**src/rtl/window_line_buffer.sv**
```systemverilog
`default_nettype none
// ============================================================================
// Module      : window_line_buffer
// Description : Streaming FxF sliding-window generator feeding the conv unit.
//               Pixels arrive one per handshake in raster order. F-1 line
//               buffers (depth W) hold the previous lines; an FxF register
//               array shifts left on every accept and takes a new right-hand
//               column built from the line buffers plus the incoming pixel.
//               Each complete window is presented as one flat bus.
//
//               Optional feature macro:
//                 WINDOW_STRIDE2_EN - emit only windows whose top-left
//                                     corner sits on an even row and column
//                                     offset (stride 2). Buffering and
//                                     accept behaviour are unchanged.
//
// Ports       : clk          - rising-edge clock
//               reset        - synchronous, active-high
//               pix_in       - pixel, channel d at [d*DATA_WIDTH+:DATA_WIDTH]
//               pix_valid    - pix_in valid
//               pix_ready    - block can accept pix_in this cycle
//               window       - flat window, element (d*F+r)*F+c
//               window_valid - window holds a complete window
//               window_ready - consumer takes window this cycle
//               frame_done   - 1-cycle pulse after the last pixel of a frame
//
// Revision    : 1.0 - initial release
// ============================================================================
module window_line_buffer #(
    parameter int DATA_WIDTH = 16,
    parameter int D          = 1,
    parameter int F          = 5,
    parameter int W          = 32,
    parameter int H          = 32
) (
    input  logic                            clk,
    input  logic                            reset,
    input  logic [0:D*DATA_WIDTH-1]         pix_in,
    input  logic                            pix_valid,
    output logic                            pix_ready,
    output logic [0:D*F*F*DATA_WIDTH-1]     window,
    output logic                            window_valid,
    input  logic                            window_ready,
    output logic                            frame_done
);

    localparam int c_PIX_W = D * DATA_WIDTH;
    localparam int c_CW    = (W > 1) ? $clog2(W) : 1;
    localparam int c_RW    = (H > 1) ? $clog2(H) : 1;

    localparam logic [c_CW-1:0] c_COL_LAST  = c_CW'(W - 1);
    localparam logic [c_RW-1:0] c_ROW_LAST  = c_RW'(H - 1);
    localparam logic [c_CW-1:0] c_COL_FIRST = c_CW'(F - 1);
    localparam logic [c_RW-1:0] c_ROW_FIRST = c_RW'(F - 1);

    // ------------------------------------------------------------------
    // State
    // ------------------------------------------------------------------
    logic [c_CW-1:0]       col_q, col_d;
    logic [c_RW-1:0]       row_q, row_d;
    logic                  valid_q, valid_d;
    logic                  done_q, done_d;

    // lb_q[0] holds the oldest line (row-(F-1)), lb_q[F-2] the previous line.
    logic [0:c_PIX_W-1]    lb_q  [0:F-2][0:W-1];
    logic [DATA_WIDTH-1:0] win_q [0:D-1][0:F-1][0:F-1];

    logic                  w_accept;
    logic                  w_emit;
    logic                  w_phase_ok;
    logic [0:c_PIX_W-1]    w_col_new [0:F-1];

    // ------------------------------------------------------------------
    // Handshake
    // ------------------------------------------------------------------
    assign pix_ready    = !valid_q || window_ready;
    assign w_accept     = pix_valid && pix_ready;
    assign window_valid = valid_q;
    assign frame_done   = done_q;

`ifdef WINDOW_STRIDE2_EN
    // (row-(F-1)) is even exactly when row and F-1 share bit 0.
    assign w_phase_ok = (row_q[0] == c_ROW_FIRST[0]) && (col_q[0] == c_COL_FIRST[0]);
`else
    assign w_phase_ok = 1'b1;
`endif

    // A window is complete once F-1 full lines are buffered and the current
    // line has supplied at least F columns; the col test also stops windows
    // from straddling a line wrap.
    assign w_emit = w_accept && (row_q >= c_ROW_FIRST) && (col_q >= c_COL_FIRST) && w_phase_ok;

    // ------------------------------------------------------------------
    // New right-hand column: buffered lines oldest..newest, then pix_in.
    // The line buffer location at col_q still holds the previous line's
    // pixel when read here; it is overwritten on the same edge.
    // ------------------------------------------------------------------
    assign w_col_new[F-1] = pix_in;

    generate
        for (genvar r = 0; r < F - 1; r++) begin : g_col_new
            assign w_col_new[r] = lb_q[r][col_q];
        end
    endgenerate

    // ------------------------------------------------------------------
    // Next-state logic
    // ------------------------------------------------------------------
    always_comb begin
        col_d   = col_q;
        row_d   = row_q;
        valid_d = valid_q;
        done_d  = 1'b0;

        if (w_accept) begin
            if (col_q == c_COL_LAST) begin
                col_d = '0;
                row_d = (row_q == c_ROW_LAST) ? '0 : row_q + c_RW'(1);
            end else begin
                col_d = col_q + c_CW'(1);
            end
            done_d = (row_q == c_ROW_LAST) && (col_q == c_COL_LAST);
        end

        // A freshly loaded window wins over consumption of the old one.
        if (w_emit) begin
            valid_d = 1'b1;
        end else if (window_ready) begin
            valid_d = 1'b0;
        end
    end

    always_ff @(posedge clk) begin
        if (reset) begin
            col_q   <= '0;
            row_q   <= '0;
            valid_q <= 1'b0;
            done_q  <= 1'b0;
        end else begin
            col_q   <= col_d;
            row_q   <= row_d;
            valid_q <= valid_d;
            done_q  <= done_d;
        end
    end

    // ------------------------------------------------------------------
    // Line buffers: each accept pushes a pixel down the chain at the
    // current column address. Contents need no reset.
    // ------------------------------------------------------------------
    always_ff @(posedge clk) begin
        if (w_accept) begin
            lb_q[F-2][col_q] <= pix_in;
            for (int k = 0; k < F - 2; k++) begin
                lb_q[k][col_q] <= lb_q[k+1][col_q];
            end
        end
    end

    // ------------------------------------------------------------------
    // Window registers: shift left one column per accept. No accept can
    // happen while a window is held (pix_ready low), so the window is
    // stable for the consumer without extra gating.
    // ------------------------------------------------------------------
    always_ff @(posedge clk) begin
        if (reset) begin
            for (int d = 0; d < D; d++) begin
                for (int r = 0; r < F; r++) begin
                    for (int c = 0; c < F; c++) begin
                        win_q[d][r][c] <= '0;
                    end
                end
            end
        end else if (w_accept) begin
            for (int d = 0; d < D; d++) begin
                for (int r = 0; r < F; r++) begin
                    for (int c = 0; c < F - 1; c++) begin
                        win_q[d][r][c] <= win_q[d][r][c+1];
                    end
                    win_q[d][r][F-1] <= w_col_new[r][d*DATA_WIDTH +: DATA_WIDTH];
                end
            end
        end
    end

    // ------------------------------------------------------------------
    // Flatten: element (d*F+r)*F+c, index 0 is the conv unit's first word.
    // ------------------------------------------------------------------
    generate
        for (genvar d = 0; d < D; d++) begin : g_ch
            for (genvar r = 0; r < F; r++) begin : g_row
                for (genvar c = 0; c < F; c++) begin : g_col
                    assign window[((d*F+r)*F+c)*DATA_WIDTH +: DATA_WIDTH] = win_q[d][r][c];
                end
            end
        end
    endgenerate

endmodule
`default_nettype wire

```
**config.mk**
```make
export PLATFORM = sky130hd
export DESIGN_NAME = window_line_buffer
export DESIGN_NICKNAME = d
export VERILOG_FILES = /design/src/rtl/window_line_buffer.sv
export SDC_FILE = /design/constraint.sdc
export NUM_CORES = 2
export LEC_CHECK = 0
export BUFFER_PORTS_ARGS = -buffer_cell sky130_fd_sc_hd__buf_2
export CAP_MARGIN = 20
export CORE_MARGIN = 8
export CORE_UTILIZATION = 45
export CTS_BUF_LIST = sky130_fd_sc_hd__clkbuf_2
export CTS_CLUSTER_SIZE = 10
export DETAILED_ROUTE_END_ITERATION = 8
export PLACE_DENSITY_LB_ADDON = 0.15
export SLEW_MARGIN = 15
export SYNTH_ARGS = -nofsm -noshare
export SYNTH_HDL_FRONTEND = slang
export SYNTH_SLANG_ARGS = --single-unit
```
**constraint.sdc**
```tcl
create_clock -name clk -period 27.4 [get_ports clk]
set_input_delay 0 -clock clk [delete_from_list [all_inputs] [get_ports clk]]
set_output_delay 0 -clock clk [all_outputs]
set_load 0.1 [all_outputs]
```
# Word-level counts from Yosys, hierarchy flattened
# Memory sizes are Yosys's and may differ from the RTL's.
# Index checks and enable logic that the tools add are counted.
# Widths: inputs -> output; s select.
totals:
  regBits: 12
  ram_bits: 2448
  input_bits: 20
  output_inout_bits: 403
  wordCells: 125
  n_memories: 2
classes:
  add_sub_neg: 2
  order_cmp: 4
  n_eq_ne: 2
  n_mux: 74
  bitwise_logic: 2
  reduce_logical: 35
mem_list:
  columns: ["memory", "words", "width", "rd", "rd_ports_with_merged_regs", "write_ports", "line", "source"]
  rows:
  - ["lb_q", 4, 512, 4, 0, 4, "65", "logic [0:c_PIX_W-1] lb_q [0:F-2][0:W-1];"]
  - ["win_q", 1, 400, 1, 0, 25, "66", "logic [DATA_WIDTH-1:0] win_q [0:D-1][0:F-1][0:F-1];"]
op_table:
  columns: ["cell", "count"]
  rows:
  - ["$mux 400", 25]
  - ["$reduce_or 400->1", 25]
  - ["$mux 512", 1]
  - ["$bmux 16 s5", 4]
  - ["$mux 16", 9]
  - ["$demux 16 s5", 1]
  - ["$mux 2", 25]
  - ["$add 5x1->5 const B", 2]
  - ["$eq 5x5->1 const B", 2]
  - ["$ge 5x3->1 const B", 2]
  - ["$mux 5", 2]
  - ["$mux 1", 7]
  - ["$ge 6x6->1 const B", 1]
  - ["$lt 6x1->1 const B", 1]
  - ["$not 5->6", 1]
  - ["$logic_and 1x1->1", 5]
  - ["$reduce_and 2->1", 1]
  - ["$reduce_bool 2->1", 1]
  - ["$reduce_or 2->1", 1]
  - ["$logic_not 1->1", 1]
  - ["$logic_or 1x1->1", 1]
  - ["$not 1->1", 1]

# Longest topological paths before layout
logic_depth:
  ltp_word: 8
  depth_mapped: 8
  mapped_depth_nobuf: 6

# Worst setup path before layout
# OpenSTA, ideal clock, no wires.
synth_path:
  kind: "register -> register"
  start: "reg valid_q, in the netlist window_valid"
  end: "mem win_q[0][0] (netlist name), enable pin"
  setup_ns: 0.838
  arrival_time_ns: 10.684
  t_required_ns: 26.562
  path_slack_ns: 15.878
  path_stages_with_launch: 5
  n_path_buf: 1
  period_less_slack_ns: 11.522
  cell_sequence: "dfxtp_1 -> nand2b_1 -> clkbuf_2 -> nand2_1 -> nand2b_1"
synth_rtl:
  columns: ["item", "line", "source"]
  rows:
  - ["from (decl)", "61", "logic valid_q, valid_d;"]
  - ["from (signal assigned)", "142", "valid_q <= valid_d;"]
  - ["to (decl)", "66", null]

==> flow_summary.ini <==
[floorplan]
die_w_um = 471
die_y_um = 471
core.rowCount = 167
dieArea_um2 = 222000
initial_utilization_pct = 45.1
coreArea_um2 = 206000
ios = 423

[power_and_ir_drop]
leakage_nw = 35.4
peakVddDrop_mv = 0.0529
pwr_density_cell_nw_per_um2 = 70.3

[routing]
vias = 52400
wl_per_cell_um = 30.0
drtPass1Iterations = 6
drc = 0
routed_wl_mm = 273
antenna_left = 0
dr.first_iter.drc_count = 6152
viasPerCell = 5.76

[setup_path]
critPathBufInv = 3
endpoint_kind = register
required_ns = 28.69
path_max_fanout = 132
cp.arrival_ns = 7.30
crit_type = register to register
cp_slowest_stage_delay_ns = 0.92
path_cells = buf_12, buf_12, buf_12, mux2i_1, o22ai_1, nor4_1, nand2_1
slowest_stage = dfxtp_4
cpMostUsedCell = buf_12
start_kind = register
crit_family = buffers and inverters

[timing]
tightest_slew_ns = 1.30
fin_setup_tns_ns = 0
grt_setup_unrepaired = false
finalSetupViolCount = 0
fin_crit_sh_pct = 21.9
period_minus_slack_ns = 6.01
fmax_mhz = 166
hold_viol_final = 0
slew_headroom_pct = 13.6
fin_skew_ns = 0.234
final-max-slew-violation-count = 0

[clocking]
post-cts-setup-buffers = 0
clock_sinks = 2460
worst_skew_pair.late_latency_ns = 1.92
numCtsBuffers = 633
clk_pin_slew_ns = 0.09
root_buffer = clkbuf_2
clock_path_buffers = 4
cts_tree = done
cts_resized = 0
htreeDepth = 6

[global_routing]
grt_use_total_pct = 23.6
overflow = 0
grt_pass1_wl_mm = 379
grt_max_degree = 148
grt_antenna_before_repair = 14
grt_pass1_vias = 51300

[layout]
final_common_cell = edfxtp_1
drive_gt1_share_pct = 25.4
regArea_um2 = 73800
final_cell_mix = edfxtp_1, mux2i_1, clkbuf_2
fin_cells = 9103
nFillCells = 17100
multi_input_area_um2 = 18300
nNetsFinal = 6041
syn_to_final_growth_pct = 12.9

[synthesis]
syn_area_per_cell_um2 = 18.7
synth_area_um2 = 93100
synth_flop_cell = edfxtp_1
synthArstFlopShare_pct = 0
ys_ff_latch = 2460
ys_seq_area_share_pct = 79.2
synth_cell_types = 38
synthesis.nets = 5018
synth_edf_count = 2448
ys_warn_count = 0
syn_inst = 4990

[worst_hold_path]
hold_path.class = input pin to register

[run_status]
status = complete, no violations

[place]
dp_cells = 7989
gp_congestion = 0.765
hpwlAfterDp_mm = 143
place.port_buffers = 422

[run]
maxCapViolCount = 0
==> report_power, final <==
part	switching, mW	internal (mW)	total, mW
combinational	0.588	0.140	0.728
clock	1.43	0.923	2.35
sequential	0.0335	4.27	4.30
==> registers in the layout, indices dropped and copies added, names as in the netlist <==
register	flops
frame_done	1
lb_q	2048
window_valid	1
row_q	5
col_q	5
win_q	400
==> worst min-delay path, stage by stage <==
cell	delay (ns)
dlygate4sd3_1	0.53
dlygate4sd3_1	0.56
buf_2	0.16
dlygate4sd3_1	0.71
==> path summary, 6_finish.rpt <==
check	startpoint	to	slack, ns	cells after the start
max reg2reg	col_q[1]	lb_q[1][481]	21.39	7
min reg2reg	win_q[0][206]	win_q[0][222]	0.46	1
min	pix_in[4]	lb_q[3][251]	0.30	4
max	col_q[1]	lb_q[1][481]	21.39	7
==> repair_timing <==
action                                   CTS  global route
endpoints found under the setup margin     0             0
hold endpoints to repair                2401            66
hold buffers                              78             2
==> cells by family after synthesis <==
kind of cell,synth area share (%)
adders and majority gates,0.107
and+or+nand+nor,3.88
AOI/OAI and AO/OA,4.24
DFF,79.2
buffers and inverters,1.57
muxes,11.0
xor gates and xnor gates,0.00941
==> layout make-up <==
cell class / instances / share of cell area, %
repair buffers: 671 / 4.30
flip-flops and latches: 2460 / 70.2
clock inverters: 120 / 0.613
clock buffers: 894 / 4.26
inverters: 4 / 0.0143
diodes: 7 / 0.0167
multi-input cells: 2243 / 17.4
well taps: 2704 / 3.22
==> per-layer routing <==
metal  part of all wire (%)  routed length (µm)  up-vias  GRT usage, %
li1                       -                   -    22300             -
met1                     42              116000    27000          33.2
met2                     47              127000     2715          37.5
met3                    9.0               24500      383          5.25
met4                    2.1                5870        4          6.49
met5                  0.012                  34        -             0
==> synthesized netlist by cell type, types with 4 or more instances <==
cell | count | area [µm²]
a21oi_1 | 58 | 290
a31oi_1 | 18 | 113
and2_1 | 337 | 2110
buf_1 | 10 | 37.5
buf_2 | 166 | 831
buf_4 | 11 | 82.6
buf_6 | 18 | 203
clkbuf_1 | 77 | 289
dfxtp_1 | 12 | 240
edfxtp_1 | 2448 | 73500
ha_1 | 8 | 100
inv_1 | 4 | 15.0
mux2i_1 | 1024 | 10200
nand2_1 | 62 | 233
nand3_1 | 7 | 35.0
nand4b_1 | 4 | 35.0
nand4bb_1 | 6 | 67.6
nor2_1 | 63 | 236
nor3_1 | 4 | 20.0
nor4_1 | 112 | 701
o22ai_1 | 462 | 2890
o22ai_2 | 50 | 626
==> through the flow <==
stage | worst slack (ns) | utilization, % | total power [mW] | area [µm²] | hold WS (ns)
2_1_floorplan | 15.88 | - | 4.91 | 93100 | 0.0728
3_3_place_gp | 21.51 | 47.8 | 5.09 | 98800 | 0.381
3_5_place_dp | 21.50 | 47.9 | 5.10 | 98900 | 0.390
4_1_cts | 21.47 | 50.8 | 7.45 | 105000 | 0.00112
5_1_grt | 21.21 | 50.9 | 7.67 | 105000 | 0.177
6_report | 21.39 | 50.9 | 7.39 | 105000 | 0.302
Note: power is estimated with default switching activity, not from simulation.
